===== config.mk =====
export PLATFORM = sky130hd
export DESIGN_NAME = monolith_axis_chunk_stream_master
export DESIGN_NICKNAME = d
export VERILOG_FILES = /design/src/rtl/monolith_axis_chunk_stream_master.sv
export SDC_FILE = /design/constraint.sdc
export NUM_CORES = 2
export LEC_CHECK = 0
export BUFFER_PORTS_ARGS = -buffer_cell sky130_fd_sc_hd__buf_2
export CAP_MARGIN = 0
export CORE_MARGIN = 1
export CORE_UTILIZATION = 25
export CTS_CLUSTER_DIAMETER = 40
export CTS_CLUSTER_SIZE = 16
export DETAILED_ROUTE_END_ITERATION = 6
export PLACE_DENSITY_LB_ADDON = 0.2
export SLEW_MARGIN = 20
export SYNTH_ARGS = -nofsm -noshare
export SYNTH_HDL_FRONTEND = slang
export SYNTH_SLANG_ARGS = --single-unit

===== constraint.sdc =====
create_clock -name M_AXIS_ACLK -period 36.3 [get_ports M_AXIS_ACLK]
set_input_delay 5.445 -clock M_AXIS_ACLK [delete_from_list [all_inputs] [get_ports M_AXIS_ACLK]]
set_output_delay 5.445 -clock M_AXIS_ACLK [all_outputs]
set_load 0.1 [all_outputs]

===== src/rtl/monolith_axis_chunk_stream_master.sv =====
`default_nettype none
// ============================================================================
// Module   : monolith_axis_chunk_stream_master
// Purpose  : Chunk-write FIFO feeding an AXI4-Stream master port. A producer
//            deposits CHUNK_SIZE words in one cycle. The block streams them
//            out one word per cycle through a fully registered output stage.
//            TLAST marks every CHUNK_SIZE*CHUNKS_PER_PACKET-th word.
// Ports    : M_AXIS_ACLK / M_AXIS_ARESET - clock, synchronous active-high reset
//            chunk_wr_strobe, chunk_in   - chunk write (word 0 in the LSBs)
//            chunk_wr_ready              - a free slot exists
//            flush                       - discard all queued chunks
//            fifo_level                  - chunks not yet fully loaded out
//            overflow                    - sticky, strobe seen while full
//            M_AXIS_*                    - AXI4-Stream master
//            stat_* (optional)           - saturating statistics counters
// Options  : define MONOLITH_AXIS_CHUNK_STATS_EN to add the stat_* counters
// Revision : 1.0 - initial release
// ============================================================================
module monolith_axis_chunk_stream_master #(
    parameter int TDATA_WIDTH       = 32,
    parameter int CHUNK_SIZE        = 16,
    parameter int CHUNK_COUNT       = 4,
    parameter int CHUNKS_PER_PACKET = 1
) (
    input  logic                              M_AXIS_ACLK,
    input  logic                              M_AXIS_ARESET,
    input  logic                              chunk_wr_strobe,
    input  logic [TDATA_WIDTH*CHUNK_SIZE-1:0] chunk_in,
    output logic                              chunk_wr_ready,
    input  logic                              flush,
    output logic [$clog2(CHUNK_COUNT):0]      fifo_level,
    output logic                              overflow,
    output logic                              M_AXIS_TVALID,
    output logic [TDATA_WIDTH-1:0]            M_AXIS_TDATA,
    output logic [TDATA_WIDTH/8-1:0]          M_AXIS_TSTRB,
    output logic                              M_AXIS_TLAST,
    input  logic                              M_AXIS_TREADY
`ifdef MONOLITH_AXIS_CHUNK_STATS_EN
    ,
    output logic [31:0]                       stat_packets,
    output logic [31:0]                       stat_stall_cycles,
    output logic [31:0]                       stat_dropped_chunks
`endif
);

    localparam int c_IDX_W     = $clog2(CHUNK_COUNT);
    localparam int c_PTR_W     = c_IDX_W + 1;
    localparam int c_LVL_W     = c_IDX_W + 1;
    localparam int c_WIDX_W    = $clog2(CHUNK_SIZE);
    localparam int c_PKT_WORDS = CHUNK_SIZE * CHUNKS_PER_PACKET;
    localparam int c_PCNT_W    = $clog2(c_PKT_WORDS);

    localparam logic [c_WIDX_W-1:0] c_WIDX_LAST = c_WIDX_W'(CHUNK_SIZE - 1);
    localparam logic [c_PCNT_W-1:0] c_PCNT_LAST = c_PCNT_W'(c_PKT_WORDS - 1);

    localparam logic [0:0] c_OUT_EMPTY = 1'b0;
    localparam logic [0:0] c_OUT_VALID = 1'b1;

    // Chunk storage, one full chunk per slot
    logic [TDATA_WIDTH*CHUNK_SIZE-1:0] r_mem [CHUNK_COUNT];

    logic [c_PTR_W-1:0]     r_wp;
    logic [c_PTR_W-1:0]     r_rp;
    logic [c_WIDX_W-1:0]    r_widx;
    logic [c_PCNT_W-1:0]    r_pcnt;
    logic [c_LVL_W-1:0]     r_level;
    logic                   r_overflow;
    logic [0:0]             r_state;
    logic [TDATA_WIDTH-1:0] r_tdata;
    logic                   r_tlast;

    logic [0:0]             w_next_state;
    logic                   w_load;
    logic                   w_free;
    logic                   w_empty;
    logic                   w_full;
    logic                   w_ready;
    logic                   w_wr_accept;
    logic                   w_tlast_next;
    logic [TDATA_WIDTH-1:0] w_word;

    // Extra wrap bit: equal pointers mean empty, index match with differing
    // wrap bits means full.
    assign w_empty = (r_wp == r_rp);
    assign w_full  = (r_wp[c_IDX_W] != r_rp[c_IDX_W]) &&
                     (r_wp[c_IDX_W-1:0] == r_rp[c_IDX_W-1:0]);

    assign w_ready     = !w_full && !M_AXIS_ARESET;
    // A write coinciding with flush would land behind the new read pointer
    // and survive the flush, so it is dropped instead.
    assign w_wr_accept = chunk_wr_strobe && w_ready && !flush;

    assign w_word       = r_mem[r_rp[c_IDX_W-1:0]][r_widx*TDATA_WIDTH +: TDATA_WIDTH];
    assign w_tlast_next = (r_pcnt == c_PCNT_LAST);
    assign w_free       = w_load && (r_widx == c_WIDX_LAST);

    // Output stage next-state. Loading is suppressed while flushing so the
    // discarded queue never reaches the output register.
    always_comb begin
        w_next_state = r_state;
        w_load       = 1'b0;
        case (r_state)
            c_OUT_EMPTY: begin
                if (!w_empty && !flush) begin
                    w_load       = 1'b1;
                    w_next_state = c_OUT_VALID;
                end
            end
            c_OUT_VALID: begin
                if (M_AXIS_TREADY) begin
                    if (!w_empty && !flush) begin
                        w_load = 1'b1;
                    end else begin
                        w_next_state = c_OUT_EMPTY;
                    end
                end
            end
            default: begin
                w_next_state = c_OUT_EMPTY;
            end
        endcase
    end

    always_ff @(posedge M_AXIS_ACLK) begin
        if (M_AXIS_ARESET) begin
            r_state <= c_OUT_EMPTY;
        end else begin
            r_state <= w_next_state;
        end
    end

    always_ff @(posedge M_AXIS_ACLK) begin
        if (w_wr_accept) begin
            r_mem[r_wp[c_IDX_W-1:0]] <= chunk_in;
        end
    end

    always_ff @(posedge M_AXIS_ACLK) begin
        if (M_AXIS_ARESET) begin
            r_wp       <= '0;
            r_rp       <= '0;
            r_widx     <= '0;
            r_pcnt     <= '0;
            r_level    <= '0;
            r_overflow <= 1'b0;
            r_tdata    <= '0;
            r_tlast    <= 1'b0;
        end else begin
            if (w_wr_accept) begin
                r_wp <= r_wp + c_PTR_W'(1);
            end

            if (w_load) begin
                r_tdata <= w_word;
                r_tlast <= w_tlast_next;
                r_pcnt  <= w_tlast_next ? '0 : r_pcnt + c_PCNT_W'(1);
                r_widx  <= w_free ? '0 : r_widx + c_WIDX_W'(1);
                if (w_free) begin
                    r_rp <= r_rp + c_PTR_W'(1);
                end
            end

            // The word already in the output register keeps its TLAST;
            // only the queue and packet position are discarded.
            if (flush) begin
                r_rp   <= r_wp;
                r_widx <= '0;
                r_pcnt <= '0;
            end

            if (flush) begin
                r_level <= '0;
            end else if (w_wr_accept && !w_free) begin
                r_level <= r_level + c_LVL_W'(1);
            end else if (!w_wr_accept && w_free) begin
                r_level <= r_level - c_LVL_W'(1);
            end

            if (flush) begin
                r_overflow <= 1'b0;
            end else if (chunk_wr_strobe && !w_ready) begin
                r_overflow <= 1'b1;
            end
        end
    end

    assign chunk_wr_ready = w_ready;
    assign fifo_level     = r_level;
    assign overflow       = r_overflow;
    assign M_AXIS_TVALID  = (r_state == c_OUT_VALID);
    assign M_AXIS_TDATA   = r_tdata;
    assign M_AXIS_TLAST   = r_tlast;
    assign M_AXIS_TSTRB   = '1;

`ifdef MONOLITH_AXIS_CHUNK_STATS_EN
    logic [31:0] r_stat_packets;
    logic [31:0] r_stat_stall;
    logic [31:0] r_stat_dropped;
    logic        w_tvalid;

    assign w_tvalid = (r_state == c_OUT_VALID);

    always_ff @(posedge M_AXIS_ACLK) begin
        if (M_AXIS_ARESET) begin
            r_stat_packets <= '0;
            r_stat_stall   <= '0;
            r_stat_dropped <= '0;
        end else begin
            if (w_tvalid && M_AXIS_TREADY && r_tlast && (r_stat_packets != '1)) begin
                r_stat_packets <= r_stat_packets + 32'd1;
            end
            if (w_tvalid && !M_AXIS_TREADY && (r_stat_stall != '1)) begin
                r_stat_stall <= r_stat_stall + 32'd1;
            end
            if (chunk_wr_strobe && w_full && (r_stat_dropped != '1)) begin
                r_stat_dropped <= r_stat_dropped + 32'd1;
            end
        end
    end

    assign stat_packets        = r_stat_packets;
    assign stat_stall_cycles   = r_stat_stall;
    assign stat_dropped_chunks = r_stat_dropped;
`endif

endmodule
`default_nettype wire


==> run_results.csv <==
group,metric,value,unit
outcome,outcome,"finished clean",
placed_design,gp_congestion,0.715,
timing,slew_violations,0,
job,drv_cap,0,
global_route,track_usage,15.3,%
detailed_routing,ant_nets,0,
setup_path,cp_slowest_cell,"buf_4",
detailed_routing,drt-wirelength-per-cell,28.0,um
cts,cts_tree,"done",
detailed_routing,routed_wl,254000,um
finish,nets,4947,
timing,slew_headroom,28.3,%
setup_path,worst-path-max-fanout,39,
yosys,syn_avg_cell_area,22.2,um2
pwr,max-vdd-ir-drop,0.0000339,V
finish,fillCellCount,30944,
finish,multi_input_comb_area,16500,um2
placed_design,place_hpwl,164000,um
yosys,syn_area,80500,um2
timing,tns,0,ns
floorplan,dieArea,324000,um2
floorplan,core,319000,um2
cts,cts_buffers,356,
finish,syn2layout_area_growth,24.8,%
yosys,seq_area_frac_synth,77.7,%
placed_design,io_buffers,555,
finish,layout_common_cells,"2048 x edfxtp_1, 556 x buf_2, 422 x mux4_2, 359 x clkbuf_16, 256 x mux2i_1",
timing,skew,0.0785,ns
detailed_routing,drc,0,
cts,cts_hold_buf,0,
timing,fmax,0.0836,GHz
floorplan,start_util,25.2,%
pwr,power-per-cell-area,63.7,nW/um2
cts,cts_resized,0,
cts,clk_path_buf_depth,4,
timing,final-hold-violation-count,0,
detailed_routing,vias_per_cell,4.49,
cts,cts_root_buf,"clkbuf_16",
yosys,syn_inst,3627,
setup_path,critPathTopFamily,"buffers and inverters",
global_route,grt_max_degree,129,
setup_path,arrival,6.51,ns
finish,drive_gt1_share,35.9,%
yosys,yosys_warnings,0,
floorplan,die_w,569,um
finish,mostFrequentLayoutCell,"edfxtp_1",
cts,clkSlewWorstSetupHoldPaths,0.05,ns
floorplan,die_h,569,um
setup_path,cp_cell_sequence,"buf_2, buf_4, nor2_1, buf_2",
finish,final_util,31.5,%
timing,rsz0062_at_grt,"false",
setup_path,worst-path-buf-inv,3,
timing,layout_worst_path_cycle_share,32.9,%
global_route,grt_pass1_wl,345000,um
timing,tightest_slew,1.08,ns
floorplan,row_count,207,
global_route,antenna_found_initial,276,
setup_path,path_class,"in -> out",
finish,seqCellArea,62600,um2
cts,post-cts-setup-buffers,0,
setup_path,cpPeakStageDelay,0.55,ns
cts,cts.sinks,2102,
cts,clk_latency,0.93,ns
detailed_routing,num_vias,40671,
global_route,grt_pass1_vias,42231,
yosys,ys_types,71,
pwr,p_leak,32.1,nW
yosys,synth-async-reset-ratio,0,%
global_route,overflow,0,
floorplan,ios,560,
setup_path,end_kind,"output port",
detailed_routing,drt_pass1_iterations,5,
timing,setup_violations,0,
setup_path,start_kind,"input pin",
detailed_routing,drt_iter0_markers,3099,
setup_path,worst-endpoint-required,30.85,ns
hold_path,worstHoldPathType,"reg -> reg",
yosys,synth_edf_count,2048,
timing,period_minus_slack,11.96,ns
yosys,synth-main-ff-cell,"edfxtp_1",
setup_path,cpMostUsedCell,"buf_2",
yosys,synth-seq-cells,2102,
cts,htree_levels,5,
## worst min-delay path, delay by kind of cell (launching register included)
kind            cells  cell delay (ns)
simple gates        1             0.05
flops               1             0.30
compound gates      1             0.05
## registers in the layout, indices dropped and copies added, names as in the netlist, named ones only
name,flops
r_mem,2048
M_AXIS_TDATA,32
r_pcnt,4
r_widx,4
fifo_level,3
r_rp,3
r_wp,3
M_AXIS_TLAST,1
M_AXIS_TVALID,1
overflow,1
## per-stage QoR
stage	instance area (um2)	setup WS [ns]	cells	hold WS (ns)	power, mW
global placement	88100	24.32	8345	0.450	3.05
finish	101000	24.34	9063	0.454	6.40
CTS	100000	24.31	9008	0.455	6.48
floorplan	80500	17.44	3630	0.465	2.94
global route	100000	24.30	9024	0.472	6.59
detailed placement	88100	24.31	8347	0.440	3.06
## per-layer routing
layer,vias to the layer above,share of wire [%],GRT usage (%)
li1,17276,-,-
met4,166,3.4,5.59
met3,690,8.7,5.60
met5,-,0.39,0
met1,21035,42,19.5
met2,1504,46,23.7
## where the power goes
part / switching (mW) / internal (mW)
clock: 1.22 / 2.17
sequential: 0.0111 / 2.70
combinational: 0.186 / 0.105
## cells by family after synthesis
group                    share of synthesized area, %
XOR/XNOR                                        0.141
multiplexers                                     15.3
AND/OR/NAND/NOR                                  1.07
AO/OA/AOI/OAI                                    3.73
flip-flops                                       77.7
adder cells (fa/ha/maj)                         0.149
other                                         0.00466
buffers and inverters                            1.86
## final cells by class
cell class,count,share of cell area [%]
Antenna cell,55,0.137
Tap cell,4284,5.33
Clock buffer,397,9.08
Sequential cell,2102,62.3
Clock inverter,264,3.12
Multi-Input combinational cell,1298,16.5
Timing Repair Buffer,646,3.52
Inverter,17,0.0660
## final timing paths
kind	from	end	slack (ns)	depth (start not counted)
min reg2reg	M_AXIS_TLAST$_SDFFE_PP0P_	M_AXIS_TLAST$_SDFFE_PP0P_	0.45	2
min	M_AXIS_TLAST$_SDFFE_PP0P_	M_AXIS_TLAST$_SDFFE_PP0P_	0.45	2
max reg2reg	register	M_AXIS_TDATA[3]$_SDFFE_PP0P_	31.08	9
max	M_AXIS_ARESET	chunk_wr_ready	24.34	4
## Yosys cell counts, types with 30 or more instances
cell	number	area, um2
mux4_2	422	9500
o22ai_1	40	250
edfxtp_1	2048	61500
buf_2	41	205
buf_6	35	394
a211oi_1	32	240
a22oi_1	45	338
a22o_1	30	263
nor2_1	56	210
dfxtp_1	54	1080
clkbuf_1	83	312
mux2i_1	256	2560
nand2_1	61	229
No activity file was read; power rests on OpenSTA's default activity.
